File: src/rtl/pc_sequencer_pkg.sv
// rtl/pc_sequencer_pkg.sv - shared types for the fetch PC sequencer
package pc_sequencer_pkg;

  // Machine word; the PC is one word wide by default
  localparam int WORD_W = 32;
  typedef logic [WORD_W-1:0] word_t;
  localparam int PC_W_DEFAULT = $bits(word_t);

  // Sequencer states: normal run, redirect held across a stall, core halted
  typedef enum logic [1:0] {
    RUN  = 2'd0,
    PEND = 2'd1,
    HALT = 2'd2
  } pcseq_state_t;

  // Winning redirect source for the current cycle
  typedef enum logic [1:0] {
    NONE = 2'd0,
    BR   = 2'd1,
    JR   = 2'd2,
    JMP  = 2'd3
  } redir_t;

  function automatic logic is_redirect(input redir_t r);
    return r != NONE;
  endfunction

endpackage

File: src/rtl/pc_sequencer_redirect_pri.sv
// rtl/pc_sequencer_redirect_pri.sv - priority select among branch, jr and jump redirects
module pc_sequencer_redirect_pri
  import pc_sequencer_pkg::*;
#(
  parameter int PC_W = PC_W_DEFAULT
) (
  input  logic            br_taken,
  input  logic [PC_W-1:0] br_target,
  input  logic            jr,
  input  logic [PC_W-1:0] jr_target,
  input  logic            jmp,
  input  logic [PC_W-1:0] jmp_target,
  output redir_t          redir,
  output logic [PC_W-1:0] target
);

  // The EX branch is the oldest instruction, so it beats both ID redirects
  always_comb begin
    redir  = NONE;
    target = '0;
    if (br_taken) begin
      redir  = BR;
      target = br_target;
    end else if (jr) begin
      redir  = JR;
      target = jr_target;
    end else if (jmp) begin
      redir  = JMP;
      target = jmp_target;
    end
  end

endmodule

File: src/rtl/pc_sequencer.sv
// rtl/pc_sequencer.sv - fetch PC advance/redirect control with pending redirect and halt
module pc_sequencer
  import pc_sequencer_pkg::*;
#(
  parameter int PC_W = PC_W_DEFAULT
) (
  input  logic            CLK,
  input  logic            RST,
  input  logic [PC_W-1:0] pc,
  input  logic [PC_W-1:0] npc,
  input  logic            ihit,
  input  logic            freeze,
  input  logic            br_taken,
  input  logic [PC_W-1:0] br_target,
  input  logic            jmp,
  input  logic [PC_W-1:0] jmp_target,
  input  logic            jr,
  input  logic [PC_W-1:0] jr_target,
  input  logic            halt,
  output logic            pcen,
  output logic [PC_W-1:0] next_pc,
  output logic            flush_if,
  output logic            flush_id,
  output logic            halted
);

  pcseq_state_t    state_q, state_d;
  logic [PC_W-1:0] pend_tgt_q, pend_tgt_d;
  logic            pend_br_q, pend_br_d;

  redir_t          redir;
  logic [PC_W-1:0] redir_tgt;
  logic            stall;

  // The current PC is not needed: sequential fetch uses npc directly
  logic unused_pc;
  assign unused_pc = ^pc;

  assign stall = freeze | ~ihit;

  pc_sequencer_redirect_pri #(
    .PC_W(PC_W)
  ) u_pri (
    .br_taken  (br_taken),
    .br_target (br_target),
    .jr        (jr),
    .jr_target (jr_target),
    .jmp       (jmp),
    .jmp_target(jmp_target),
    .redir     (redir),
    .target    (redir_tgt)
  );

  // Next-state and output decode; reset and halt dominate every redirect
  always_comb begin
    state_d    = state_q;
    pend_tgt_d = pend_tgt_q;
    pend_br_d  = pend_br_q;
    pcen       = 1'b0;
    next_pc    = npc;
    flush_if   = 1'b0;
    flush_id   = 1'b0;
    halted     = 1'b0;

    if (RST) begin
      state_d    = RUN;
      pend_tgt_d = '0;
      pend_br_d  = 1'b0;
    end else begin
      case (state_q)
        RUN: begin
          if (halt) begin
            state_d = HALT;
          end else if (!stall) begin
            pcen = 1'b1;
            if (is_redirect(redir)) begin
              next_pc  = redir_tgt;
              flush_if = 1'b1;
              flush_id = (redir == BR);
            end
          end else if (is_redirect(redir)) begin
            // Hold the redirect until fetch can accept it; flush then
            pend_tgt_d = redir_tgt;
            pend_br_d  = (redir == BR);
            state_d    = PEND;
          end
        end

        PEND: begin
          if (halt) begin
            state_d = HALT;
          end else if (!stall) begin
            pcen     = 1'b1;
            flush_if = 1'b1;
            state_d  = RUN;
            // A branch arriving on the release cycle is older than the pend
            if (redir == BR) begin
              next_pc  = redir_tgt;
              flush_id = 1'b1;
            end else begin
              next_pc  = pend_tgt_q;
              flush_id = pend_br_q;
            end
          end else if (redir == BR) begin
            // Only a branch can displace a pending redirect; jr/jmp behind
            // it are already on the wrong path
            pend_tgt_d = redir_tgt;
            pend_br_d  = 1'b1;
          end
        end

        HALT: begin
          halted = 1'b1;
        end

        default: begin
          state_d = RUN;
        end
      endcase
    end
  end

  // State and pending-redirect registers
  always_ff @(posedge CLK) begin
    if (RST) begin
      state_q    <= RUN;
      pend_tgt_q <= '0;
      pend_br_q  <= 1'b0;
    end else begin
      state_q    <= state_d;
      pend_tgt_q <= pend_tgt_d;
      pend_br_q  <= pend_br_d;
    end
  end

endmodule

File: config.mk
export PLATFORM = sky130hd
export DESIGN_NAME = pc_sequencer
export DESIGN_NICKNAME = d
export VERILOG_FILES = /design/src/rtl/pc_sequencer_pkg.sv /design/src/rtl/pc_sequencer_redirect_pri.sv /design/src/rtl/pc_sequencer.sv
export SDC_FILE = /design/constraint.sdc
export NUM_CORES = 1
export LEC_CHECK = 0
export CAP_MARGIN = 20
export CORE_AREA = 2 2 115 83
export CTS_CLUSTER_DIAMETER = 120
export DETAILED_ROUTE_END_ITERATION = 8
export DIE_AREA = 0 0 117 85
export HOLD_SLACK_MARGIN = 0.12
export PLACE_DENSITY = 0.86
export SYNTH_ARGS = -nofsm -noshare
export SYNTH_HDL_FRONTEND = slang
export SYNTH_SLANG_ARGS = --single-unit
File: constraint.sdc
create_clock -name CLK -period 3.6 [get_ports CLK]
set_input_delay 0.72 -clock CLK [delete_from_list [all_inputs] [get_ports CLK]]
set_output_delay 0.72 -clock CLK [all_outputs]
set_load 0.01 [all_outputs]
==> results.txt, run 1 <==
The H-tree level count is 2. After synthesis, the mean cell area works out to 7.48 um^2. The share of final-layout standard cells stronger than drive strength 1 is 10.5%. The count of nets after finishing came out at 824.

During I/O placement, the number of pins put on the boundary was 204. The number of global-route vias before repair came out at 4405. The die outline height is 85 um. The global-route usage over all layers came out at 25.7%.

The floorplan step defined a die boundary enclosing 9950 um^2. The routed wire length came out at 13.3 mm. The slew at the pin closest to its max-slew limit came out at 0.671 ns. The post-placement cell count came out at 771. The starting utilization of the core area is 41.7%. The share of the yosys chip area belonging to registers came out at 18.9%. Excluding fillers, the count of instances in the completed layout stands at 781. Setup repair after global routing left no endpoint under its margin. The final critical path takes up 95.2% of the cycle. The number of hold buffers added after cts came out at 0. The amount of wire on met3 after detailed routing came out at 915 um. In this run the clock root is driven by a clkbuf_16.

Final hold analysis gives a worst-case slack of 0.452 ns. The number of detailed-route iterations in the first pass is 5. The delay of the slowest critical-path stage came out at 0.50 ns. STA classifies the critical path startpoint as an input pin.

The violation count after the first detailed-route iteration is 237. The final critical path time including I/O delays and setup came out at 3.43 ns. The area of the core came out at 8890 um^2. Leaving out fill and tap cells, the most frequent cell in the layout is clkdlybuf4s50_1.

At the worst endpoint, the required time is 2.88 ns. The share of synthesized flip-flops with an asynchronous set or reset came out at 0%. Across the run, the number of max-cap violations was 0. The final count of negative-setup-slack endpoints came out at 0. The total negative setup slack came out at 0 ns.

The total length of routed met2 wires came out at 6.25 mm. The clock latency on the worst-skew pair is 0.27 ns. The maximum resistive drop on vdd came out at 0.000181 V. The area used by sequential logic in the layout came out at 702 um^2.

The worst path arrival time is 2.71 ns. The worst hold path class is register to register. The number of different library cells in the post-synthesis netlist came out at 53. TritonCTS built the clock tree. The largest net degree at the start of global routing came out at 47. The initial antenna violation count is 0. The slowest stage of the critical path is the clkdlybuf4s50_1 cell. Counting the fill cells in the layout gives 768. During placement, the flow inserted port buffers numbering 171. The number of instances in the synthesized netlist is 496. The buffer depth of the longest clock path is 2. Yosys printed 0 warnings. In the layout the commonest cells are clkdlybuf4s50_1 (140), nand2_1 (59), a221o_1 (47). The max-slew violation total from the final report came out at 0. The total inserted antenna cells came out at 0. The clock drives 35 sinks. Relative to the synthesized area, the layout overhead comes to 54.5%. The width of the chip is 117 um. The clock buffer count from CTS is 5.

The critical path is of the input pin to output port type. The remaining global-route overflow is 0. The combined area of the multi-input logic cells came out at 2730 um^2.

The flow ran to the end, and the final reports show no timing, DRC or antenna violations. In the synthesized netlist the dominant register cell turns out to be dfxtp_1. The mapped netlist covers 3710 um^2. The first global-routing pass estimated 20.7 mm of wire. The average wire length per cell after detail routing is 17.0 um.

The via density per instance came out at 5.81. For this run, design rule violations remaining after detail routing come to 0. Based on the critical path, the design can be clocked at up to 292 MHz. The top routing layer in use is met4. The endpoint class of the critical path is an output port. The synthesized design contains 35 register bits. The post-synthesis net count came out at 664. The standard-cell row count came out at 29. The wire length the detailed router placed on met1 came out at 5.87 mm. Of all nets on the critical path, the largest fanout is 6. On the critical path the largest part of the delay comes from buffers and inverters.

The total number of vias is 4535. The final count of hold timing violations came to 0. Summed over all cells, the static leakage comes to 2.34 nW.

The power per cell area is 254 nW/um^2. The dominant cell type by count on the critical path is a221o_1. The synthesized design contains 0 enable-type register cells. In this run the tightest slew margin relative to its limit is 55.3%. The clock-pin slew on the worst setup and hold paths came out at 0.05 ns. Clock skew on the completed layout was measured at 0.00459 ns. The antenna violation net count after detailed routing is 0. The signal on the critical path passes through dlygate4sd2_1 > nor2b_2 > buf_4 > a221o_1 > and2_1 > a221o_1 > clkdlybuf4s50_1. Once detailed placement completed, the half-perimeter wirelength came to 9.78 mm. The placer congestion estimate is 0.892. Counting both buffers and inverters, the worst setup path holds a total of 3.
## logic make-up after synthesis
group / after synthesis / share of synthesized area (%)
flops: 35 / 18.9
mux: 32 / 8.83
buf+inv: 63 / 8.40
compound gates: 166 / 35.5
simple gates: 200 / 28.4
## repair_timing
item	4_1_cts	5_1_grt
resized for setup	26	7
gates cloned	0	1
buffers inserted	0	1
setup endpoints to repair	26	7
pin swaps	1	1
## final timing paths
check,endpoint,slack (ns),cells past startpoint,startpoint
max,next_pc[5],0.17,7,jmp
min,pend_tgt_q[20],0.45,2,pend_tgt_q[20]
max reg2reg,pend_tgt_q[16],1.15,6,state_q[0]
min reg2reg,pend_tgt_q[20],0.45,2,pend_tgt_q[20]
## through the flow
step | total power [mW] | setup WS [ns] | utilization [%] | cell area (um^2)
after floorplan | 0.767 | 0.901 | - | 3710
after detailed placement | 1.07 | -0.0748 | 62.8 | 5590
after global routing | 1.55 | 0.130 | 64.5 | 5730
after global placement | 1.05 | -0.0456 | 62.8 | 5590
after CTS | 1.46 | 0.0102 | 64.1 | 5690
final | 1.46 | 0.174 | 64.5 | 5730
## Yosys cell counts, types with 3 or more instances
library cell | count | area share (%)
or3_1 | 7 | 1.2
o221a_2 | 6 | 1.8
buf_4 | 5 | 1.0
a221o_1 | 47 | 13
a221oi_1 | 6 | 1.4
o31a_1 | 3 | 0.71
o31ai_1 | 15 | 3.0
o21ai_0 | 18 | 2.4
buf_6 | 4 | 1.2
dfxtp_1 | 35 | 19
mux2_2 | 6 | 1.8
nand3b_1 | 8 | 1.6
and2_1 | 17 | 2.9
buf_2 | 21 | 2.8
nand2b_1 | 20 | 3.4
nor2_1 | 41 | 4.1
nor3_1 | 15 | 2.0
nor2b_1 | 5 | 0.84
a21oi_1 | 29 | 3.9
mux2i_1 | 26 | 7.0
nand2_1 | 59 | 6.0
and3b_1 | 15 | 3.5
o221ai_1 | 7 | 1.7
a22o_1 | 16 | 3.8
inv_1 | 10 | 1.0
clkbuf_1 | 21 | 2.1
## final cells by class
cell class              count  share of cell area, %
well taps                 124                   2.71
flip-flops and latches     35                   12.2
clock buffers               7                   2.31
multi-input cells         399                   47.6
repair buffers            204                   34.3
clock inverters             1                 0.0873
inverters                  11                  0.720
## registers in the layout, summed over array words and instances, names as in the netlist
name        cells
pend_tgt_q     32
state_q         2
pend_br_q       1
## worst register-to-register path, cell delays in order, from the launching register on
cell,delay (ns)
dfxtp_2,0.43
buf_4,0.47
nor4_2,0.13
buf_4,0.16
or4_4,0.66
a221o_1,0.36
a21oi_1,0.15
## power by group
part / internal (mW) / total (mW) / switching, mW
Combinational: 0.338 / 0.610 / 0.272
Sequential: 0.419 / 0.438 / 0.0195
Clock: 0.256 / 0.410 / 0.154
## per-layer routing
layer	GRT usage [%]	vias to the layer above
met5	0	-
met4	8.45	0
met3	5.00	22
met2	43.6	199
met1	32.7	2121
li1	-	2193
Power figures use the tool's default switching activity.
==> inputs of run 2 (changes only) <==
CTS_CLUSTER_SIZE = 10   (was not set)
==> results of run 2 <==
The final DEF is identical to that of run 1; final timing and power are the same.
==> inputs of run 3 (changes only) <==
CTS_CLUSTER_DIAMETER = not set   (was 120)
==> results of run 3 <==
The final DEF is identical to that of run 1; final timing and power are the same.
